**src/rtl/ras_ctrl_if.sv**
```systemverilog
// Front-end handshake between the branch-prediction unit and the
// return-address-stack controller. The master side issues push/pop
// requests; the slave side (ras_ctrl) reports stack status.
interface ras_ctrl_if #(
  parameter int DEPTH = 1024,
  parameter int WIDTH = 36
);
  localparam int CW = $clog2(DEPTH + 3);

  logic             push_i;
  logic             pop_i;
  logic [WIDTH-1:0] push_addr_i;
  logic             ready_o;
  logic [WIDTH-1:0] tos_o;
  logic             tos_valid_o;
  logic [CW-1:0]    count_o;
  logic             full_o;
  logic             overflow_o;
  logic             underflow_o;

  modport master (
    output push_i, pop_i, push_addr_i,
    input  ready_o, tos_o, tos_valid_o, count_o, full_o, overflow_o, underflow_o
  );

  modport slave (
    input  push_i, pop_i, push_addr_i,
    output ready_o, tos_o, tos_valid_o, count_o, full_o, overflow_o, underflow_o
  );
endinterface

```
**src/rtl/ras_ctrl.sv**
```systemverilog
// Return-address-stack controller. The top two entries live in registers
// (TOS/NOS); deeper entries spill to an external dual-port BRAM used as a
// circular buffer addressed by wp. Overflow overwrites the oldest entry.
module ras_ctrl #(
  parameter  int DEPTH = 1024,
  parameter  int WIDTH = 36,
  localparam int ADDR  = $clog2(DEPTH),
  localparam int CW    = $clog2(DEPTH + 3)
) (
  input  logic             clk,
  input  logic             rst_n,
  ras_ctrl_if.slave        fe,
  output logic             mem_wea_o,
  output logic [ADDR-1:0]  mem_waddra_o,
  output logic [WIDTH-1:0] mem_wia_o,
  output logic             mem_reb_o,
  output logic [ADDR-1:0]  mem_raddrb_o,
  input  logic [WIDTH-1:0] mem_dob_i
);

  localparam logic [CW-1:0] CAP = CW'(DEPTH + 2);

  typedef enum logic {IDLE, REFILL} state_t;

  state_t           state_q, state_d;
  logic [WIDTH-1:0] tos_q, tos_d;
  logic [WIDTH-1:0] nos_q, nos_d;
  logic [CW-1:0]    count_q, count_d;
  logic [ADDR-1:0]  wp_q, wp_d;
  logic             ovf_q, ovf_d;
  logic             udf_q, udf_d;
  logic             wea, reb;

  // Next-state, stack update and BRAM strobe decode for the current request.
  // NOTE: every signal gets a default before the case so no path leaves a
  // variable unassigned, which would otherwise infer a latch.
  always_comb begin
    state_d = state_q;
    tos_d   = tos_q;
    nos_d   = nos_q;
    count_d = count_q;
    wp_d    = wp_q;
    ovf_d   = 1'b0;
    udf_d   = 1'b0;
    wea     = 1'b0;
    reb     = 1'b0;
    case (state_q)
      IDLE: begin
        if (fe.push_i && fe.pop_i) begin
          // Replace the top in place; depth is unchanged unless empty.
          tos_d = fe.push_addr_i;
          if (count_q == '0) count_d = CW'(1);
        end else if (fe.push_i) begin
          tos_d = fe.push_addr_i;
          if (count_q != '0) nos_d = tos_q;
          if (count_q >= CW'(2)) begin
            wea  = 1'b1;
            wp_d = wp_q + 1'b1;
          end
          if (count_q == CAP) ovf_d = 1'b1;
          else                count_d = count_q + 1'b1;
        end else if (fe.pop_i) begin
          if (count_q == '0) begin
            udf_d = 1'b1;
          end else if (count_q == CW'(1)) begin
            count_d = '0;
          end else begin
            tos_d   = nos_q;
            count_d = count_q - 1'b1;
            if (count_q >= CW'(3)) begin
              // NOS is refilled from the BRAM on the following cycle.
              reb     = 1'b1;
              wp_d    = wp_q - 1'b1;
              state_d = REFILL;
            end
          end
        end
      end
      REFILL: begin
        nos_d   = mem_dob_i;
        state_d = IDLE;
      end
      default: state_d = IDLE;
    endcase
  end

  // State register with synchronous active-low reset.
  // NOTE: sequential state uses non-blocking assignments so all registers
  // update together from pre-edge values. The BRAM itself is never cleared:
  // count alone defines emptiness, so stale BRAM data is unreachable.
  always_ff @(posedge clk) begin
    if (!rst_n) begin
      state_q <= IDLE;
      tos_q   <= '0;
      nos_q   <= '0;
      count_q <= '0;
      wp_q    <= '0;
      ovf_q   <= 1'b0;
      udf_q   <= 1'b0;
    end else begin
      state_q <= state_d;
      tos_q   <= tos_d;
      nos_q   <= nos_d;
      count_q <= count_d;
      wp_q    <= wp_d;
      ovf_q   <= ovf_d;
      udf_q   <= udf_d;
    end
  end

  // BRAM strobes are suppressed while reset is held; addresses and data
  // idle at zero whenever their strobe is low.
  assign mem_wea_o    = wea & rst_n;
  assign mem_waddra_o = mem_wea_o ? wp_q : '0;
  assign mem_wia_o    = mem_wea_o ? nos_q : '0;
  assign mem_reb_o    = reb & rst_n;
  assign mem_raddrb_o = mem_reb_o ? wp_q - 1'b1 : '0;

  assign fe.ready_o     = (state_q == IDLE);
  assign fe.tos_o       = tos_q;
  assign fe.tos_valid_o = (count_q != '0);
  assign fe.count_o     = count_q;
  assign fe.full_o      = (count_q == CAP);
  assign fe.overflow_o  = ovf_q;
  assign fe.underflow_o = udf_q;

endmodule
```
**src/flat_wrapper.sv**
```systemverilog
// flat-port wrapper written by rule: the top's interface ports become plain ports
module ras_ctrl_flat 
#(
  parameter  int DEPTH = 1024,
  parameter  int WIDTH = 36,
  localparam int ADDR  = $clog2(DEPTH),
  localparam int CW    = $clog2(DEPTH + 3)
)
  (clk, rst_n, mem_wea_o, mem_waddra_o, mem_wia_o, mem_reb_o, mem_raddrb_o, mem_dob_i, fe_push_i, fe_pop_i, fe_push_addr_i, fe_ready_o, fe_tos_o, fe_tos_valid_o, fe_count_o, fe_full_o, fe_overflow_o, fe_underflow_o);
  ras_ctrl_if #(.DEPTH(DEPTH), .WIDTH(WIDTH)) fe_i ();
  input  logic clk;
  input  logic rst_n;
  output logic mem_wea_o;
  output logic [ADDR-1:0] mem_waddra_o;
  output logic [WIDTH-1:0] mem_wia_o;
  output logic mem_reb_o;
  output logic [ADDR-1:0] mem_raddrb_o;
  input  logic [WIDTH-1:0] mem_dob_i;
  input wire logic [$bits(fe_i.push_i)-1:0] fe_push_i;
  input wire logic [$bits(fe_i.pop_i)-1:0] fe_pop_i;
  input wire logic [$bits(fe_i.push_addr_i)-1:0] fe_push_addr_i;
  output wire logic [$bits(fe_i.ready_o)-1:0] fe_ready_o;
  output wire logic [$bits(fe_i.tos_o)-1:0] fe_tos_o;
  output wire logic [$bits(fe_i.tos_valid_o)-1:0] fe_tos_valid_o;
  output wire logic [$bits(fe_i.count_o)-1:0] fe_count_o;
  output wire logic [$bits(fe_i.full_o)-1:0] fe_full_o;
  output wire logic [$bits(fe_i.overflow_o)-1:0] fe_overflow_o;
  output wire logic [$bits(fe_i.underflow_o)-1:0] fe_underflow_o;
  assign fe_i.push_i = fe_push_i;
  assign fe_i.pop_i = fe_pop_i;
  assign fe_i.push_addr_i = fe_push_addr_i;
  assign fe_ready_o = fe_i.ready_o;
  assign fe_tos_o = fe_i.tos_o;
  assign fe_tos_valid_o = fe_i.tos_valid_o;
  assign fe_count_o = fe_i.count_o;
  assign fe_full_o = fe_i.full_o;
  assign fe_overflow_o = fe_i.overflow_o;
  assign fe_underflow_o = fe_i.underflow_o;
  ras_ctrl #(.DEPTH(DEPTH), .WIDTH(WIDTH)) u_core (.clk(clk), .rst_n(rst_n), .fe(fe_i), .mem_wea_o(mem_wea_o), .mem_waddra_o(mem_waddra_o), .mem_wia_o(mem_wia_o), .mem_reb_o(mem_reb_o), .mem_raddrb_o(mem_raddrb_o), .mem_dob_i(mem_dob_i));
endmodule
```
**config.mk**
```make
export PLATFORM = sky130hd
export DESIGN_NAME = ras_ctrl_flat
export DESIGN_NICKNAME = d
export VERILOG_FILES = /design/src/rtl/ras_ctrl_if.sv /design/src/rtl/ras_ctrl.sv /design/src/flat_wrapper.sv
export SDC_FILE = /design/constraint.sdc
export NUM_CORES = 1
export LEC_CHECK = 0
export CAP_MARGIN = 25
export CORE_MARGIN = 3
export CORE_UTILIZATION = 45
export DETAILED_ROUTE_END_ITERATION = 16
export PLACE_DENSITY = 0.79
export SYNTH_ARGS = -nofsm -noshare
export SYNTH_HDL_FRONTEND = slang
export SYNTH_SLANG_ARGS = --single-unit
```
**constraint.sdc**
```tcl
create_clock -name clk -period 6.6 [get_ports clk]
set_clock_uncertainty 0.1 [all_clocks]
set_input_delay 0.66 -clock clk [delete_from_list [all_inputs] [get_ports clk]]
set_output_delay 0.66 -clock clk [all_outputs]
set_load 0.005 [all_outputs]
```
==> impl_results.html <==
<table>
<tr><th>Metric</th><th>Value</th></tr>
<tr><th colspan="2">Status</th></tr>
<tr><td>Result of the run</td><td>finished, final reports clean</td></tr>
<tr><th colspan="2">Global routing</th></tr>
<tr><td>Global-route wire length before repair</td><td>25.8 mm</td></tr>
<tr><td>Global-route total usage across every layer</td><td>23.6%</td></tr>
<tr><td>Total congestion overflow</td><td>0</td></tr>
<tr><td>Via count of the first global-routing pass</td><td>5193</td></tr>
<tr><td>Antenna violations before repair</td><td>0</td></tr>
<tr><td>Maximum number of pins on one net before global-route repair</td><td>74</td></tr>
<tr><th colspan="2">Final layout</th></tr>
<tr><td>Post-route cell area</td><td>0.00768 mm2</td></tr>
<tr><td>Fraction of final layout cells with drive strength greater than 1</td><td>under 10%</td></tr>
<tr><td>Share of the core filled with cells in the final layout</td><td>between 60% and 70%</td></tr>
<tr><td>Area grow syn2layout</td><td>38.6%</td></tr>
<tr><td>Net count, final</td><td>855</td></tr>
<tr><td># diodes</td><td>0</td></tr>
<tr><th colspan="2">Synth</th></tr>
<tr><td>Yosys warning total</td><td>0</td></tr>
<tr><td>Number of distinct library cell variants in the gate-level netlist after synthesis</td><td>67</td></tr>
<tr><td>Most used flip-flop cell after synthesis</td><td>sky130_fd_sc_hd__dfxtp_1</td></tr>
<tr><td>Proportion of netlist area held by the largest area contributor</td><td>34.7%</td></tr>
<tr><td>Sequential fraction of the synthesis area</td><td>34.7%</td></tr>
<tr><td>Top area cells in the synthesized netlist</td><td>sky130_fd_sc_hd__dfxtp_1 (35%), sky130_fd_sc_hd__mux2i_1 (14%), sky130_fd_sc_hd__o211a_1 (6.5%)</td></tr>
<tr><td>Cell Area, Synth</td><td>0.00554 mm2</td></tr>
<tr><td>Ranking of synthesized cells by instance count</td><td>sky130_fd_sc_hd__dfxtp_1 (96), sky130_fd_sc_hd__mux2i_1 (75), sky130_fd_sc_hd__nor2_1 (64)</td></tr>
<tr><td>Number of enable flip-flop cells after synthesis</td><td>0</td></tr>
<tr><td>Post-synthesis sequential element count</td><td>96</td></tr>
<tr><td>Most area-hungry cell type in the Yosys netlist</td><td>sky130_fd_sc_hd__dfxtp_1</td></tr>
<tr><td>Most instantiated library cell after synthesis</td><td>sky130_fd_sc_hd__dfxtp_1</td></tr>
<tr><td>Gate count after technology mapping</td><td>628</td></tr>
<tr><td>Post-synth ARST share</td><td>0%</td></tr>
<tr><td>Mapped Avg Cell Area</td><td>8.83 um2</td></tr>
<tr><td>Post-synthesis net count</td><td>711</td></tr>
<tr><th colspan="2">Timing</th></tr>
<tr><td>F_max</td><td>0.228 GHz</td></tr>
<tr><td>Final hold violation count</td><td>0</td></tr>
<tr><td>Number of failing setup endpoints in the final timing report</td><td>0</td></tr>
<tr><td>Post-layout minimum cycle time</td><td>4.39 ns</td></tr>
<tr><td>Worst-Margin Slew</td><td>1.05 ns</td></tr>
<tr><td>Setup tns final</td><td>0 ns</td></tr>
<tr><td>Worst slew margin relative to its limit</td><td>a little under a third</td></tr>
<tr><td>Share of the cycle needed by the critical path after routing</td><td>66.6%</td></tr>
<tr><td>RSZ-0062 raised after global routing</td><td>no</td></tr>
<tr><td>Final count of pins violating max slew</td><td>0</td></tr>
<tr><td>Final setup margin</td><td>2.21 ns</td></tr>
<tr><th colspan="2">Die</th></tr>
<tr><td>Die Footprint</td><td>0.0137 mm2</td></tr>
<tr><td>Top Ports</td><td>186</td></tr>
<tr><td>Core box area</td><td>0.0117 mm2</td></tr>
<tr><td>Cell row count</td><td>39</td></tr>
<tr><td>Effective utilization at floorplan</td><td>a little under half</td></tr>
<tr><td>X dimension of the die</td><td>117 um</td></tr>
<tr><td>Vertical die dimension</td><td>between 100 and 150 um</td></tr>
<tr><th colspan="2">Clock tree</th></tr>
<tr><td>Root buffer cell</td><td>sky130_fd_sc_hd__clkbuf_16</td></tr>
<tr><td>Count of hold buffers inserted by post-cts repair</td><td>0</td></tr>
<tr><td>Clock Sinks</td><td>96</td></tr>
<tr><td>Number of instances resized during post-cts repair</td><td>0</td></tr>
<tr><td>Buffers from clock root to sink, at most</td><td>2</td></tr>
<tr><td>CTS H-Tree Depth</td><td>3</td></tr>
<tr><td>Clock Latency Late Sink</td><td>~0.34 ns</td></tr>
<tr><td>Inserted Clock Buffers</td><td>9</td></tr>
<tr><td>Post-CTS Setup Inserts</td><td>0</td></tr>
<tr><td>TritonCTS clock tree</td><td>yes</td></tr>
<tr><td>Clock Pin Slew Worst Setup and Hold Paths</td><td>0.07 ns</td></tr>
<tr><th colspan="2">Route</th></tr>
<tr><td>Total wire length</td><td>16.4 mm</td></tr>
<tr><td>Number of nets still failing antenna checks after routing</td><td>0</td></tr>
<tr><td>1st-pass router iterations</td><td>5</td></tr>
<tr><td>Number of DRC violations after detailed routing</td><td>0</td></tr>
<tr><td>DRC violation total after the first TritonRoute iteration</td><td>~400</td></tr>
<tr><td>Avg WL per Cell</td><td>17.9 um</td></tr>
<tr><td>Routed vias</td><td>5281</td></tr>
<tr><td>Number of vias per cell</td><td>5.75</td></tr>
<tr><th colspan="2">Critical path</th></tr>
<tr><td>Destination of the worst register-to-register timing path</td><td>u_core.fe.count_o[2]</td></tr>
<tr><td>CP Max Fanout</td><td>50</td></tr>
<tr><td>Slack of the worst reg-to-reg path</td><td>3.62 ns</td></tr>
<tr><td>Critical Setup Path Class</td><td>input port to output port</td></tr>
<tr><td>Data arrival time of the critical path</td><td>3.63 ns</td></tr>
<tr><td>Req. time, crit path</td><td>5.84 ns</td></tr>
<tr><td>Element type at the critical path start</td><td>input port</td></tr>
<tr><td>Number of cells on the worst reg-to-reg path</td><td>5</td></tr>
<tr><td>Critical path capture point type</td><td>output port</td></tr>
<tr><td>Startpoint of the worst-slack reg-to-reg timing path</td><td>u_core.fe.count_o[5]</td></tr>
<tr><th colspan="2">Min path</th></tr>
<tr><td>Worst Hold Launch</td><td>u_core.wp_q[9]</td></tr>
<tr><td>End of the worst hold path</td><td>u_core.wp_q[9]</td></tr>
<tr><td>WHS Path Cells</td><td>2</td></tr>
<tr><td>Hold/Removal Path Class</td><td>flop to flop</td></tr>
<tr><th colspan="2">Place</th></tr>
<tr><td>Half-perimeter wire length after placement</td><td>roughly 11 mm</td></tr>
<tr><td>Post-place instance area</td><td>0.00736 mm2</td></tr>
<tr><td>Number of input and output port buffers inserted</td><td>between 150 and 200</td></tr>
<tr><td>Post-placement setup slack</td><td>approximately 2.2 ns</td></tr>
<tr><td>Placer congestion estimate</td><td>0.943</td></tr>
<tr><th colspan="2">Pwr</th></tr>
<tr><td>Largest vdd supply drop</td><td>0.158 mV</td></tr>
<tr><td>Leakage power summed over all cells</td><td>3.29 nW</td></tr>
<tr><td>Cell Pwr Density</td><td>~380 mW/mm2</td></tr>
<tr><td>Total Power Consumption</td><td>approximately 0.0029 W</td></tr>
<tr><th colspan="2">Job</th></tr>
<tr><td>Number of maximum-capacitance violations</td><td>0</td></tr>
</table>
==> layer usage <==
metal | vias up | wire [um] | GRT usage, %
met5 | - | 0 | 0
met4 | 0 | 276 | 7.80
met3 | 27 | 1320 | 6.02
met2 | 208 | 7860 | 39.3
met1 | 2465 | 6990 | 30.0
li1 | 2581 | - | -
==> registers in the layout, indices dropped and copies added (netlist names) <==
register / count
u_core.state_q: 1
u_core.wp_q: 10
u_core.fe.tos_o: 36
u_core.fe.underflow_o: 1
u_core.fe.overflow_o: 1
u_core.nos_q: 36
u_core.fe.count_o: 11
==> cells in the final DEF (no fill, tap or decap), types with 3 or more instances in the layout <==
cell type and count:
sky130_fd_sc_hd__inv_1 14, sky130_fd_sc_hd__nand2b_1 4, sky130_fd_sc_hd__or3_1 3, sky130_fd_sc_hd__dfxtp_1 96, sky130_fd_sc_hd__o31ai_1 7, sky130_fd_sc_hd__o21ai_0 6
sky130_fd_sc_hd__and2_1 50, sky130_fd_sc_hd__nor3b_1 3, sky130_fd_sc_hd__a211oi_1 38, sky130_fd_sc_hd__nand3_1 11, sky130_fd_sc_hd__o21bai_1 3, sky130_fd_sc_hd__xnor2_1 6
sky130_fd_sc_hd__clkbuf_16 9, sky130_fd_sc_hd__and4_1 4, sky130_fd_sc_hd__a21oi_1 14, sky130_fd_sc_hd__xor2_1 3, sky130_fd_sc_hd__a22oi_1 3, sky130_fd_sc_hd__o31a_1 5
sky130_fd_sc_hd__a2111oi_0 4, sky130_fd_sc_hd__ha_1 7, sky130_fd_sc_hd__nor3_1 13, sky130_fd_sc_hd__clkdlybuf4s50_1 183, sky130_fd_sc_hd__nand4_1 3, sky130_fd_sc_hd__nor4_1 3
sky130_fd_sc_hd__buf_4 6, sky130_fd_sc_hd__o211a_1 36, sky130_fd_sc_hd__nand2_1 41, sky130_fd_sc_hd__or4_1 7, sky130_fd_sc_hd__mux2i_1 75, sky130_fd_sc_hd__nor2_1 64
==> kinds of logic (layout without fill, tap and decap cells) <==
kind of cell | after synthesis | count (layout) | synth area share, %
DFF | 96 | 96 | 34.7
buffers and inverters | 74 | 222 | 5.87
and+or+nand+nor | 219 | 219 | 20.8
muxes | 76 | 76 | 13.7
AOI/OAI and AO/OA | 147 | 147 | 21.9
adders and majority gates | 7 | 7 | 1.58
xor gates and xnor gates | 9 | 9 | 1.42
==> critical path: stages <==
cell,delay (ns)
sky130_fd_sc_hd__buf_2,0.08
sky130_fd_sc_hd__buf_4,0.46
sky130_fd_sc_hd__inv_2,0.51
sky130_fd_sc_hd__nor2_1,0.34
sky130_fd_sc_hd__o311a_1,0.40
sky130_fd_sc_hd__buf_4,0.39
sky130_fd_sc_hd__and2_1,0.19
sky130_fd_sc_hd__clkdlybuf4s50_1,0.52
==> worst max path at each step <==
stage              start       endpoint  slack [ns]
2_1_floorplan  fe_push_i  mem_wia_o[10]        3.98
3_3_place_gp       rst_n  mem_wia_o[25]        2.29
3_5_place_dp       rst_n  mem_wia_o[32]        2.22
4_1_cts            rst_n  mem_wia_o[32]        2.22
5_1_grt            rst_n  mem_wia_o[14]        1.95
6_report           rst_n  mem_wia_o[32]        2.21
==> layout make-up <==
type	instances	area, um2
fillers	967	4030
flip-flops and latches	96	1920
well taps	143	179
inverters	16	60.1
multi-input cells	458	3320
clock buffers	10	239
clock inverters	5	81.3
repair buffers	191	1890
==> power by group <==
group	internal (W)	total, W	switching, W
registers	0.000752	0.000964	0.000212
logic	0.000682	0.00136	0.000677
clock network	0.000340	0.000567	0.000226
total	0.00177	0.00289	0.00112
==> stage by stage <==
step / hold WS, ns / cells
finish: 0.403 / 919
global placement: 0.393 / 904
global route: 0.443 / 919
floorplan: 0.363 / 628
detailed placement: 0.394 / 904
CTS: 0.405 / 919
Note: power is estimated with default switching activity, not from simulation.
